--- src/rtl/clockprof.sv ---
// clockprof: pairs START/STOP timestamps from clocktime into intervals and
// keeps running count/sum/min/max/error statistics behind a 2-stage pipeline.
module clockprof #(
    parameter int CMD_WIDTH  = 8,
    parameter int TIME_WIDTH = 64
) (
    input  logic                            clock,
    input  logic                            resetn,
    input  logic                            ivalid,
    input  logic                            iready,
    output logic                            ovalid,
    output logic                            oready,
    input  logic [CMD_WIDTH+TIME_WIDTH-1:0] idata,
    output logic [TIME_WIDTH-1:0]           odata
);

    typedef enum logic [2:0] {
        CMD_START  = 3'd0,
        CMD_STOP   = 3'd1,
        CMD_RD_N   = 3'd2,
        CMD_RD_SUM = 3'd3,
        CMD_RD_MIN = 3'd4,
        CMD_RD_MAX = 3'd5,
        CMD_RD_ERR = 3'd6,
        CMD_CLEAR  = 3'd7
    } cmd_e;

    localparam logic [TIME_WIDTH-1:0] ONES = {TIME_WIDTH{1'b1}};
    localparam logic [TIME_WIDTH-1:0] ZERO = {TIME_WIDTH{1'b0}};
    localparam logic [TIME_WIDTH-1:0] ONE  = TIME_WIDTH'(1);

    logic                  en;
    cmd_e                  in_cmd;
    logic [TIME_WIDTH-1:0] in_ts;

    // Stage 1: command register plus interval tracking
    logic                  s1_valid_q, s1_valid_d;
    cmd_e                  s1_cmd_q, s1_cmd_d;
    logic [TIME_WIDTH-1:0] s1_val_q, s1_val_d;
    logic                  s1_hit_q, s1_hit_d;
    logic [TIME_WIDTH-1:0] start_ts_q, start_ts_d;
    logic                  armed_q, armed_d;

    // Stage 2: statistics and output register
    logic                  ovalid_q, ovalid_d;
    logic [TIME_WIDTH-1:0] odata_q, odata_d;
    logic [TIME_WIDTH-1:0] n_q, n_d;
    logic [TIME_WIDTH-1:0] sum_q, sum_d;
    logic [TIME_WIDTH-1:0] min_q, min_d;
    logic [TIME_WIDTH-1:0] max_q, max_d;
    logic [TIME_WIDTH-1:0] err_q, err_d;
    logic [TIME_WIDTH:0]   sum_ext;

    assign in_cmd = cmd_e'(idata[TIME_WIDTH+2:TIME_WIDTH]);
    assign in_ts  = idata[TIME_WIDTH-1:0];

    generate
        if (CMD_WIDTH > 3) begin : g_cmd_hi
            logic cmd_hi_unused;
            assign cmd_hi_unused =
                ^idata[CMD_WIDTH+TIME_WIDTH-1:TIME_WIDTH+3];
        end
    endgenerate

    assign en     = ~ovalid_q | iready;
    assign oready = en;
    assign ovalid = ovalid_q;
    assign odata  = odata_q;

    always_comb begin
        s1_valid_d = s1_valid_q;
        s1_cmd_d   = s1_cmd_q;
        s1_val_d   = s1_val_q;
        s1_hit_d   = s1_hit_q;
        start_ts_d = start_ts_q;
        armed_d    = armed_q;
        if (en) begin
            s1_valid_d = ivalid;
            if (ivalid) begin
                s1_cmd_d = in_cmd;
                s1_val_d = in_ts;
                s1_hit_d = 1'b0;
                unique case (in_cmd)
                    CMD_START: begin
                        start_ts_d = in_ts;
                        armed_d    = 1'b1;
                    end
                    CMD_STOP: begin
                        // modular subtract handles timestamp wrap
                        s1_val_d = in_ts - start_ts_q;
                        s1_hit_d = armed_q;
                        armed_d  = 1'b0;
                    end
                    CMD_CLEAR: armed_d = 1'b0;
                    default: ;
                endcase
            end
        end
    end

    assign sum_ext = {1'b0, sum_q} + {1'b0, s1_val_q};

    always_comb begin
        ovalid_d = ovalid_q;
        odata_d  = odata_q;
        n_d      = n_q;
        sum_d    = sum_q;
        min_d    = min_q;
        max_d    = max_q;
        err_d    = err_q;
        if (en) begin
            ovalid_d = s1_valid_q;
            if (s1_valid_q) begin
                unique case (s1_cmd_q)
                    CMD_START: odata_d = s1_val_q;
                    CMD_STOP: begin
                        if (s1_hit_q) begin
                            odata_d = s1_val_q;
                            n_d     = (n_q == ONES) ? n_q : n_q + ONE;
                            sum_d   = sum_ext[TIME_WIDTH] ? ONES
                                    : sum_ext[TIME_WIDTH-1:0];
                            if (s1_val_q < min_q) min_d = s1_val_q;
                            if (s1_val_q > max_q) max_d = s1_val_q;
                        end else begin
                            odata_d = ONES;
                            err_d   = (err_q == ONES) ? err_q : err_q + ONE;
                        end
                    end
                    CMD_RD_N:   odata_d = n_q;
                    CMD_RD_SUM: odata_d = sum_q;
                    CMD_RD_MIN: odata_d = min_q;
                    CMD_RD_MAX: odata_d = max_q;
                    CMD_RD_ERR: odata_d = err_q;
                    CMD_CLEAR: begin
                        odata_d = ZERO;
                        n_d     = ZERO;
                        sum_d   = ZERO;
                        min_d   = ONES;
                        max_d   = ZERO;
                        err_d   = ZERO;
                    end
                    default: ;
                endcase
            end
        end
    end

    always_ff @(posedge clock or negedge resetn) begin
        if (!resetn) begin
            s1_valid_q <= 1'b0;
            s1_cmd_q   <= CMD_START;
            s1_val_q   <= ZERO;
            s1_hit_q   <= 1'b0;
            start_ts_q <= ZERO;
            armed_q    <= 1'b0;
        end else begin
            s1_valid_q <= s1_valid_d;
            s1_cmd_q   <= s1_cmd_d;
            s1_val_q   <= s1_val_d;
            s1_hit_q   <= s1_hit_d;
            start_ts_q <= start_ts_d;
            armed_q    <= armed_d;
        end
    end

    always_ff @(posedge clock or negedge resetn) begin
        if (!resetn) begin
            ovalid_q <= 1'b0;
            odata_q  <= ZERO;
            n_q      <= ZERO;
            sum_q    <= ZERO;
            min_q    <= ONES;
            max_q    <= ZERO;
            err_q    <= ZERO;
        end else begin
            ovalid_q <= ovalid_d;
            odata_q  <= odata_d;
            n_q      <= n_d;
            sum_q    <= sum_d;
            min_q    <= min_d;
            max_q    <= max_d;
            err_q    <= err_d;
        end
    end

endmodule

--- config.mk ---
export PLATFORM = sky130hd
export DESIGN_NAME = clockprof
export DESIGN_NICKNAME = d
export VERILOG_FILES = /design/src/rtl/clockprof.sv
export SDC_FILE = /design/constraint.sdc
export NUM_CORES = 2
export LEC_CHECK = 0
export BUFFER_PORTS_ARGS = -buffer_cell sky130_fd_sc_hd__buf_2
export CORE_ASPECT_RATIO = 1.5
export CORE_MARGIN = 1.5
export CORE_UTILIZATION = 65
export CTS_CLUSTER_SIZE = 12
export DETAILED_ROUTE_END_ITERATION = 10
export GPL_TIMING_DRIVEN = 0
export PLACE_DENSITY_LB_ADDON = 0.08
export SYNTH_ARGS = -nofsm -noshare
export SYNTH_HDL_FRONTEND = slang
export SYNTH_SLANG_ARGS = --single-unit
--- constraint.sdc ---
create_clock -name clock -period 5.15 [get_ports clock]
set_input_delay 1.03 -clock clock [delete_from_list [all_inputs] [get_ports clock]]
set_output_delay 1.03 -clock clock [all_outputs]
set_load 0.1 [all_outputs]
Yosys cells after proc, flatten, opt, wreduce, memory -nomap -nowiden
Cells that the tools add are included.
Cells by class
  add/sub/neg operators: 4
  order comparisons: 2
  bitwise logic cells: 2
  muxes and demuxes: 20
  equality and inequality tests: 17
  reductions and logical operators: 14
Operator list (number)
  two-way mux 64 bit: 12
  one-hot mux 64 bit (2 select lines): 5
  one-hot mux 64 bit (8 select lines): 1
  adder 64 x 1 -> 64 bit, second input constant: 2
  == test 64 bit, second input constant: 2
  adder 64 x 64 -> 65 bit: 1
  > comparator 64 bit: 1
  less-than comparator 64 bit: 1
  subtractor 64 bit: 1
  AND reduction 5 bit: 4
  == test 3 bit, second input constant: 5
  != test 2 bit, second input constant: 6
  == test 3 x 1 -> 1 bit, second input constant: 2
  == test 3 x 2 -> 1 bit, second input constant: 2
  zero test 3 bit: 2
  AND reduction 3 bit: 2
  AND reduction 2 bit: 2
  AND reduction 4 bit: 1
  nonzero test 2 bit: 2
  one-hot mux 1 bit (2 select lines): 1
  OR reduction 2 bit: 1
  two-way mux 1 bit: 1
  NOT 1 bit: 1
  bitwise OR 1 bit: 1
Storage, ports and cells
  output and inout bits: 66
  word-level logic and storage cells: 72
  register bits: 519

Depth between registers and ports, before layout
  depth after elaboration: 4
  depth in mapped cells: 15
  mapped depth without buffers: 15

Worst setup path after synthesis
Ideal clock, no wire load.
  path kind: input -> register
  start point: in idata[0]
  end point: reg s1_val_q[62]
  cell stages on the path: 15
  required time: 5.027 ns
  data arrival time: 3.935 ns
  setup slack: 1.092 ns
  library setup time: 0.123 ns
  path buffers: 0
  path through: inv_1 ha_1 inv_1 fa_1 a21o_1 a221oi_1 o311a_1 o211ai_1 o211ai_1 a311oi_1 o21ai_0 o21ai_0 a31oi_1 mux2i_1 nor3_1
Between the ends
  longest elaborated chain between the ends: 2
Ends and longest elaborated chain
  start, declared: line 13  | input logic [CMD_WIDTH+TIME_WIDTH-1:0] idata,
  subtractor 64 bit: line 90  | s1_val_d = in_ts - start_ts_q;
  two-way mux 64 bit: line 83  | unique case (in_cmd)
  end signal, assigned: line 159  | s1_val_q <= s1_val_d;
  end, declared: line 39  | logic [TIME_WIDTH-1:0] s1_val_q, s1_val_d;
Every way passes these cells.
A chain may end at the register's enable or synchronous reset.

Worst setup path in the final report
  start point: reg s1_val_q[15]
  end point: reg max_q[12]
Between the ends
  longest elaborated chain between the ends: 3
Ends and longest elaborated chain
  > comparator 64 bit: line 123  | if (s1_val_q > max_q) max_d = s1_val_q;
  != test 2 bit (no source line)
  AND reduction 5 bit (no source line)
  end signal, assigned: line 181  | max_q <= max_d;
  end, declared: line 50  | logic [TIME_WIDTH-1:0] max_q, max_d;
Every way passes these cells.

==> run summary <==
area grow syn2layout - 9.95%
vias per inst - 6.57
Worst Skew - 0.0219 ns
worst-skew pair later-pin latency - 0.62 ns
total number of vias - 30.5k
crit path time final - 4.97 ns
pre-CTS setup slack - -0.235 ns
syn_area_per_cell - 8.94 µm²
path depth of the worst reg2reg path - 9
first-pass GRT wire length - 164000 µm
die area - 53000 µm²
CP arrival - 5.53 ns
# rows - 101
FF-to-FF Start - s1_val_q[15]
Iteration-0 DRC Markers - 2558
DPL Wire Length - 82800 µm
final period utilization - 0.965
critical path type - register to register
Filler cells - 4067
largest family of logic cells by synthesized area - compound AO/OA/AOI/OAI gates
Sink Count - 519
Worst Max-Slew Pin Slew - 1.45 ns
element type at the critical path end - register
dominant synthesized flop cell - dfrtp_1
final weighted congestion in routability-driven placement - 0.980
grt total ovfl - 0
buffers added on ports - 136
compound-gate portion of the synthesized area - 0.245
Met2 Wirelength - 50500 µm
CP Launch Point - s1_val_q[15]
clock input transition at the sequential cells of the worst setup and hold paths - 0.06 ns
chip width - 188 µm
post-synthesis cell count - 3749
# Post-CTS Setup Buffers - 0
worst-path fanout max - 10
Post-Route WL - 106000 µm
RSZ-0062 raised after global routing - no
Mapped Nets - 4083
CORE AREA - 50800 µm²
GRT Resource Usage Total - 0.401
flop2flop setup slack - 0.18 ns
ys async rst share - 1.00
Cell variety after synth - 77
Max Fclk - 201 MHz
pwr dens - 553 nW/µm²
# diodes - 0
post-route ant nets - 0
Synth warnings - 0
initial core utilization - 0.660
most frequent cells in the layout - dfrtp_1, nor2_1, nand2_1
multiplexer share of the synthesized area - 0.0224
DRT Pass-1 Iters - 5
worst hold path class - input pin to asynchronous set/reset pin
WL met1 - 40100 µm
Max Root-Sink Buffers - 3
Reg area - 13100 µm²
CP startpoint kind - register
initial antenna violation count - 0
# setup viols final - 0
placed cell area - 35200 µm²
Highest Signal Layer - met4
Die H - 281 µm
CTS buffer count - 53
H-tree depth - 2
LEAKAGE - 0.0168 µW
Adder-Cell Fraction of Synth Area - 0.0968
final instance area - 36900 µm²
EDFF count, synth - 0
outcome - finished clean
Max VDD drop - 0.484 mV
leading cell type in the layout, fill and taps excluded - dfrtp_1
Final WS setup - 0.179 ns
wire per inst - 22.8 µm
TritonCTS clock tree - built
largest net degree at the start of global routing - 119
Pins Over Slew Limit - 0
met3 wire length - 8340 µm
# DRC - 0
vias in the first global route - 30.0k
number of max-cap violations - 0
slew margin rel. - 0.0251
sequential fraction of the synthesis area - 0.390
worst path required time - 5.71 ns
area of the multi-input gates - 18800 µm²
layout cells sized above 1 - 0.0945
I/O pin count - 142
simple-gate share of the synthesized area - 0.143
FF+latch count, synth - 519
post-synthesis xor/xnor area fraction - 0.0554
Netlist Area Pre-Place - 33500 µm²
root buffer cell - clkbuf_16
Nets - 4279
Fin. Hold Viols - 0
-- metal layers --
metal	track usage	vias up
met1	0.480	14700
li1	-	14000
met3	0.0606	336
met4	0.251	0
met2	0.677	1418
met5	0	-
-- worst max-delay path: stages (launching register included) --
cell and delay, ns:
dfrtp_1 0.51, ha_1 0.37, nand4_1 0.13, or2_2 0.36, nor3_1 0.80, nand4_1 0.38
a21boi_0 0.33, o31ai_2 1.22, clkbuf_1 0.58, a22o_1 0.22
-- final cells by class --
| cell class | count | area share |
|---|---|---|
| Multi-Input combinational cell | 2802 | 0.511 |
| Buffer | 185 | 0.0194 |
| Clock buffer | 81 | 0.0427 |
| Clock inverter | 8 | 0.00261 |
| Inverter | 243 | 0.0247 |
| Timing Repair Buffer | 141 | 0.0225 |
| Tap cell | 669 | 0.0227 |
| Sequential cell | 519 | 0.355 |
-- cell families (layout without fill, tap and decap cells) --
kind of cell / count (synthesis) / count (layout)
simple gates: 1044 / 1044
compound gates: 1221 / 1221
mux: 67 / 67
xor+xnor: 212 / 212
fa+ha+maj: 258 / 258
buf+inv: 428 / 658
flops: 519 / 519
-- path summary, 6_finish.rpt --
| check | endpoint |
|---|---|
| min reg2reg | start_ts_q[37] |
| min | max_q[8] |
| min in group clock | start_ts_q[37] |
| max in group asynchronous | odata[55] |
| max reg2reg | max_q[12] |
| max | max_q[12] |
-- sequential cells by signal, summed over array words and instances (netlist names) --
name,flops
odata,64
s1_val_q,64
n_q,64
max_q,64
start_ts_q,64
min_q,64
err_q,64
s1_hit_q,1
ovalid,1
armed_q,1
sum_q,64
s1_cmd_q,3
s1_valid_q,1
-- synthesized netlist by cell type (89+ instances only) --
library cell	number	area share
o21ai_0	236	0.035
clkbuf_1	166	0.019
a21oi_1	253	0.038
a21o_1	149	0.033
dfrtp_1	455	0.34
nand2_1	289	0.032
inv_1	243	0.027
xor2_1	100	0.026
ha_1	256	0.096
a22oi_1	138	0.031
nor2_1	381	0.043
xnor2_1	112	0.029
a31oi_1	89	0.017
-- power by group --
| part | leakage (µW) | total [µW] | internal, µW | switching [µW] |
|---|---|---|---|---|
| Clock | 0.000817 | 3840 | 2180 | 1650 |
| Combinational | 0.00953 | 9860 | 3580 | 6280 |
| Sequential | 0.00646 | 6680 | 5400 | 1280 |
| Total | 0.0168 | 20400 | 11200 | 9210 |
-- timing repair --
item / CTS / global route
endpoints found under the hold margin: 0 / 0
hold buffers: 0 / 0
resized for setup: 0 / 1
setup endpoints to repair: 0 / 10
-- metrics by stage --
step	util	hold slack, ns	setup TNS [ns]	std cells	power [µW]
final	0.725	0.358	0	4648	20400
after CTS	0.725	0.378	0	4648	20200
after global routing	0.725	0.390	0	4648	21600
after global placement	0.690	0.471	-3593.61	4554	16100
after floorplan	-	0.428	0	3749	13800
after detailed placement	0.693	0.481	-0.236	4559	16400
No activity file was read; power rests on OpenSTA's default activity.
